===== config.mk =====
export PLATFORM = sky130hd
export DESIGN_NAME = flick_conditioner
export DESIGN_NICKNAME = d
export VERILOG_FILES = /design/src/rtl/flick_conditioner.sv
export SDC_FILE = /design/constraint.sdc
export NUM_CORES = 1
export LEC_CHECK = 0
export ABC_CLOCK_PERIOD_IN_PS = 2000
export BUFFER_PORTS_ARGS = -buffer_cell sky130_fd_sc_hd__buf_2
export CORE_MARGIN = 2
export CORE_UTILIZATION = 50
export CTS_CLUSTER_SIZE = 10
export DETAILED_ROUTE_END_ITERATION = 6
export PLACE_DENSITY = 0.73
export SYNTH_ARGS = -nofsm -noshare
export SYNTH_HDL_FRONTEND = slang
export SYNTH_SLANG_ARGS = --single-unit

===== constraint.sdc =====
create_clock -name clk -period 2 [get_ports clk]
set_input_delay 0.2 -clock clk [delete_from_list [all_inputs] [get_ports clk]]
set_output_delay 0.2 -clock clk [all_outputs]
set_load 0.01 [all_outputs]

===== src/rtl/flick_conditioner.sv =====
// ---------------------------------------------------------------------------
// flick_conditioner
//
// Input stage for the flick button in front of Bound_Flasher. The raw button
// is asynchronous to clk and may bounce. This block synchronises it, debounces
// it with a four-state qualifier, and produces a single-cycle pulse for every
// accepted press. Bound_Flasher uses that pulse in place of the raw button.
// The debounced level and a wrapping press counter are also exported for debug.
//
// Parameters
//   SYNC_STAGES  flip-flops in the input synchroniser chain (>= 2)
//   DEB_CYCLES   consecutive equal synchronised samples needed to accept a
//                level change (>= 1)
//   CNT_W        width of press_count
//
// Ports
//   clk          in   1      system clock, rising-edge active
//   reset        in   1      synchronous reset, active low
//   flick        in   1      raw button, asynchronous, may bounce
//   pulse_flick  out  1      one-cycle pulse per accepted press (rising edge)
//   flick_level  out  1      debounced button level
//   press_count  out  CNT_W  accepted presses, modulo 2^CNT_W
// ---------------------------------------------------------------------------
module flick_conditioner #(
    parameter int unsigned SYNC_STAGES = 2,
    parameter int unsigned DEB_CYCLES  = 4,
    parameter int unsigned CNT_W       = 8
) (
    input  logic             clk,
    input  logic             reset,
    input  logic             flick,
    output logic             pulse_flick,
    output logic             flick_level,
    output logic [CNT_W-1:0] press_count
);

    localparam int unsigned   DW       = $clog2(DEB_CYCLES + 1);
    // Count value on which the last qualifying sample is taken.
    localparam logic [DW-1:0] DEB_LAST = DW'(DEB_CYCLES - 1);

    typedef enum logic [1:0] {
        IDLE = 2'd0,  // debounced level 0
        RISE = 2'd1,  // qualifying a 1
        HIGH = 2'd2,  // debounced level 1
        FALL = 2'd3   // qualifying a 0
    } state_t;

    state_t                 state;
    state_t                 state_nx;
    logic [SYNC_STAGES-1:0] sync_q;
    logic                   fs;
    logic [DW-1:0]          deb_cnt;
    logic [DW-1:0]          deb_cnt_nx;
    logic                   pulse_nx;

    // Synchroniser: the only logic that reads the raw button.
    always_ff @(posedge clk) begin
        if (!reset) begin
            sync_q <= '0;
        end else begin
            sync_q <= {sync_q[SYNC_STAGES-2:0], flick};
        end
    end

    assign fs = sync_q[SYNC_STAGES-1];

    // State, debounce counter, registered pulse and press counter.
    always_ff @(posedge clk) begin
        if (!reset) begin
            state       <= IDLE;
            deb_cnt     <= '0;
            pulse_flick <= 1'b0;
            press_count <= '0;
        end else begin
            state       <= state_nx;
            deb_cnt     <= deb_cnt_nx;
            pulse_flick <= pulse_nx;
            if (pulse_nx) begin
                press_count <= press_count + CNT_W'(1);
            end
        end
    end

    // Next-state logic. A pulse is requested only on entry to HIGH from the
    // low side, and HIGH can never request one, so pulses are never adjacent.
    always_comb begin
        state_nx   = state;
        deb_cnt_nx = deb_cnt;
        pulse_nx   = 1'b0;
        case (state)
            IDLE: begin
                if (fs) begin
                    if (DEB_CYCLES == 1) begin
                        state_nx   = HIGH;
                        deb_cnt_nx = '0;
                        pulse_nx   = 1'b1;
                    end else begin
                        state_nx   = RISE;
                        deb_cnt_nx = DW'(1);
                    end
                end
            end
            RISE: begin
                if (!fs) begin
                    // Glitch rejected, no pulse.
                    state_nx   = IDLE;
                    deb_cnt_nx = '0;
                end else if (deb_cnt == DEB_LAST) begin
                    state_nx   = HIGH;
                    deb_cnt_nx = '0;
                    pulse_nx   = 1'b1;
                end else begin
                    deb_cnt_nx = deb_cnt + DW'(1);
                end
            end
            HIGH: begin
                if (!fs) begin
                    if (DEB_CYCLES == 1) begin
                        state_nx   = IDLE;
                        deb_cnt_nx = '0;
                    end else begin
                        state_nx   = FALL;
                        deb_cnt_nx = DW'(1);
                    end
                end
            end
            FALL: begin
                if (fs) begin
                    // Release bounce: back to HIGH without a new press.
                    state_nx   = HIGH;
                    deb_cnt_nx = '0;
                end else if (deb_cnt == DEB_LAST) begin
                    state_nx   = IDLE;
                    deb_cnt_nx = '0;
                end else begin
                    deb_cnt_nx = deb_cnt + DW'(1);
                end
            end
            default: begin
                state_nx   = IDLE;
                deb_cnt_nx = '0;
            end
        endcase
    end

    assign flick_level = (state == HIGH) || (state == FALL);

endmodule


[Yosys cells after proc, flatten, opt, wreduce, memory -nomap -nowiden]
Index checks and enable logic that the tools add are counted.
Word-level totals
  flip-flop bits (word level): 16
  output and inout port bits: 10
  word-level logic and storage cells: 35
Cells by class
  add/sub/neg operators: 2
  equality and inequality tests: 8
  muxes and demuxes: 16
  reduce and logical (&&, ||, !) cells: 4
Operators with widths (count)
  $mux 3: 5
  $mux 2: 6
  $pmux 3 s4: 1
  $add 8x1->8 const B: 1
  $pmux 2 s4: 1
  $ne 3x3->1 const B: 2
  $eq 2x2->1 const B: 2
  $ne 2x2->1 const B: 2
  $reduce_and 4->1: 1
  $add 3x1->3 const B: 1
  $eq 3x2->1 const B: 1
  $mux 1: 3
  $eq 2x1->1 const B: 1
  $logic_not 2->1: 1
  $reduce_and 2->1: 1
  $logic_or 1x1->1: 1

[Longest topological paths before layout]
  word-level depth: 4
  depth in mapped cells: 5
  depth with buffers taken out: 4

[Worst setup path before layout]
OpenSTA, ideal clock, no wires.
  path kind: register to register
  start: reg press_count[0]
  end: reg press_count[4]
  arrival: 1317 ps
  slack: 613 ps
  stages on the path, launching flop included: 5
  buffers on the path: 0
  period minus slack after synthesis: 1387 ps
  cell sequence: dfxtp_1 ha_1 nand3b_1 or4_1 a21oi_1
Between the ends
  cells in the longest elaborated chain, start to end: 1
Ends and longest elaborated chain
  start: declaration: RTL line 34  | output logic [CNT_W-1:0] press_count
  start signal: assignment: RTL line 79  | press_count <= press_count + CNT_W'(1);
  $add 8x1->8: RTL line 79
Every way passes these cells.
A chain may end at the register's enable or synchronous reset.

[Final worst setup path]
  start: reg deb_cnt[0]
  end: reg press_count[4]
Between the ends
  cells in the longest elaborated chain, start to end: 4
Ends and longest elaborated chain
  start: declaration: RTL line 52  | logic [DW-1:0] deb_cnt;
  start signal: assignment: RTL line 76  | deb_cnt <= deb_cnt_nx;
  $eq 3x2->1: RTL line 108  | end else if (deb_cnt == DEB_LAST) begin
  $mux 1: RTL line 108
  $mux 1: RTL line 104  | if (!fs) begin
  $mux 1: RTL line 90  | case (state)
Every way passes these cells.

==> results.py <==
metrics = {
    "status": {
        "status": "finished clean",
    },
    "critical_path": {
        "cp.arrival_ns": 1.82,
        "endpoint_kind": "flip-flop",
        "crit_family": "simple AND/OR/NAND/NOR gates",
        "crit_type": "reg2reg",
        "critPathLaunchType": "flip-flop",
        "worstPathCellList": "ha_1 -> nand3b_2 -> or4_1 -> a21oi_1",
        "critical-path-slowest-cell": "or4_1",
        "cp_num_buf_inv": 0,
        "worstPathRequired_ns": 2.21,
        "slowest_delay_ns": 0.56,
        "crit_fanout": 16,
    },
    "power": {
        "leakagePower_nw": 0.3258,
        "p_total_mw": 0.5056,
        "p_per_area_nw_per_um2": 636.4,
        "ir_drop_mv": 0.4708,
    },
    "cts": {
        "clockRootBuffer": "clkbuf_4",
        "cts_setup_buffers": 0,
        "cts_tree": "done",
        "htreeDepth": 1,
        "clkTransAtPathRegs_ns": 0.09,
        "cts.sinks": 16,
        "cts_resized": 0,
        "clkLatencyLatePin_ns": 0.28,
        "postCtsHoldBufs": 0,
        "cts_buffer_depth": 2,
        "cts_made_buffers": 3,
    },
    "logic_synthesis": {
        "avgSynthCellArea_um2": 9.409,
        "yosysUniqueCellTypes": 31,
        "syn_area_um2": 705.7,
        "synth_xor_xnor_area_share": 0.01241,
        "yosysWarnings": 0,
        "synth_seq_area_share": 0.4539,
        "synth-seq-cells": 16,
        "synth_compound_area_frac": 0.1596,
        "postSynthCellCount": 75,
        "yosys.area_share.simple": 0.2819,
        "synthAdderAreaFrac": 0.03546,
        "synth_edf_count": 0,
        "synthFlopType": "dfxtp_1",
        "synth_nets": 80,
        "synthMuxAreaShare": 0.02837,
        "synth-async-reset-ratio": 0,
        "synth_top_family_by_area": "simple AND/OR/NAND/NOR gates",
    },
    "routing": {
        "wirelength_um": 1248,
        "avgViaCountPerCell": 5.716,
        "drc": 0,
        "wl_per_cell_um": 12.24,
        "ant_nets": 0,
        "dr.pass1.iters": 4,
        "vias": 583,
        "drt_iter0_markers": 7,
    },
    "sta": {
        "post-route-period-util": 0.8040,
        "rsz0062_at_grt": "false",
        "drv_slew": 0,
        "setup_ws_ns": 0.3920,
        "fin_crit_ns": 1.608,
        "fmax_ghz": 0.6219,
        "fin_skew_ns": 0.006772,
        "setup_viol": 0,
        "fin_tns_setup_ns": 0,
        "hold_viol": 0,
        "slew_headroom": 0.7570,
        "tightestPinTransition_ns": 0.3633,
    },
    "global_routing": {
        "antenna_found_initial": 0,
        "overflow": 0,
        "grt_pass1_vias": 497,
        "grt_first_pass_wirelength_um": 2125,
        "grt_max_degree": 17,
        "track_usage": 0.1548,
    },
    "layout": {
        "finalInstanceArea_um2": 794.5,
        "regArea_um2": 320.3,
        "drive_gt1_frac": 0.1954,
        "fin_nets": 94,
        "fillers": 118,
        "area_delta_synth_final_pct": 12.59,
        "num_antenna_cells": 0,
        "multi_input_area_um2": 365.4,
    },
    "placed_design": {
        "gp_congestion": 0.7311,
        "pre_cts_ws_ns": 0.4222,
        "dp_hpwl_um": 871.5,
        "port_buffers": 12,
        "placed_cell_area_um2": 772.0,
    },
    "die": {
        "fp.dieH_um": 41.57,
        "start_util": 0.5356,
        "rows": 13,
        "die_w_um": 41.57,
        "core_area_um2": 1318,
        "io_pins": 13,
        "die_area_um2": 1728,
    },
    "worst_hold_path": {
        "min_path_type": "in2reg",
    },
    "run": {
        "maxCapViolCount": 0,
    },
}
-- layout make-up --
class	instances	share of cell area
Timing Repair Buffer	12	0.07559
Multi-Input combinational cell	54	0.4598
Tap cell	15	0.02362
Sequential cell	16	0.4031
Inverter	2	0.009449
Clock buffer	3	0.02835
-- cell usage in the layout, fill, tap and decap left out, types with 3 or more instances in the layout --
master,instances
a21oi_1,7
buf_2,12
clkbuf_4,3
dfxtp_1,16
nand2_1,4
nand2b_1,5
o21ai_0,4
-- worst register-to-register path, delay by kind of cell, from the launching register on --
kind | cells | cell delay, ns
simple gates | 2 | 0.81
compound gates | 1 | 0.15
flops | 1 | 0.36
fa+ha+maj | 1 | 0.22
-- logic make-up (layout without fill, tap and decap cells) --
group,count (synthesis),count (layout)
multiplexers,2,2
buffers and inverters,5,17
AO/OA/AOI/OAI,18,18
adder cells (fa/ha/maj),2,2
flip-flops,16,16
XOR/XNOR,1,1
AND/OR/NAND/NOR,31,31
-- through the flow --
stage / cells / util / hold WS [ns]
3_3_place_gp: 99 / 0.5859 / 0.4084
3_5_place_dp: 99 / 0.5859 / 0.4120
2_1_floorplan: 75 / - / 0.3273
6_report: 102 / 0.6030 / 0.1211
4_1_cts: 102 / 0.6030 / 0.1203
5_1_grt: 102 / 0.6030 / 0.1170
-- state kept, by name, indices dropped and copies added (netlist names), named ones only --
register	cells
sync_q	2
state	1
deb_cnt	3
pulse_flick	1
press_count	8
-- cell usage after synthesis, types with 4 or more instances --
master    number  area share
o21ai_0        4       0.028
nand2_1        4       0.021
dfxtp_1       16        0.45
a21oi_1        7       0.050
nand2b_1       5       0.044
-- power by group --
group          switching (mW)  internal [mW]  leakage (nW)
clock                  0.0947         0.0697        0.0138
combinational          0.0101        0.00606         0.182
sequential            0.00320          0.322         0.129
total                   0.108          0.398         0.326
-- layer usage --
metal | GRT usage | vias up | part of all wire
met4 | 0.09032 | 0 | 0.014
met5 | 0 | - | 0
li1 | - | 304 | -
met1 | 0.2189 | 270 | 0.52
met2 | 0.2188 | 7 | 0.44
met3 | 0.02609 | 2 | 0.025
-- worst paths after layout --
path / depth (start not counted) / from / endpoint / slack (ns)
worst max-delay path: 4 / deb_cnt[0] / press_count[4] / 0.39
worst min-delay path: 2 / flick / sync_q[0] / 0.12
worst max register to register: 4 / deb_cnt[0] / press_count[4] / 0.39
worst min register to register: 1 / sync_q[0] / sync_q[1] / 0.45
No activity file was read; power rests on OpenSTA's default activity.
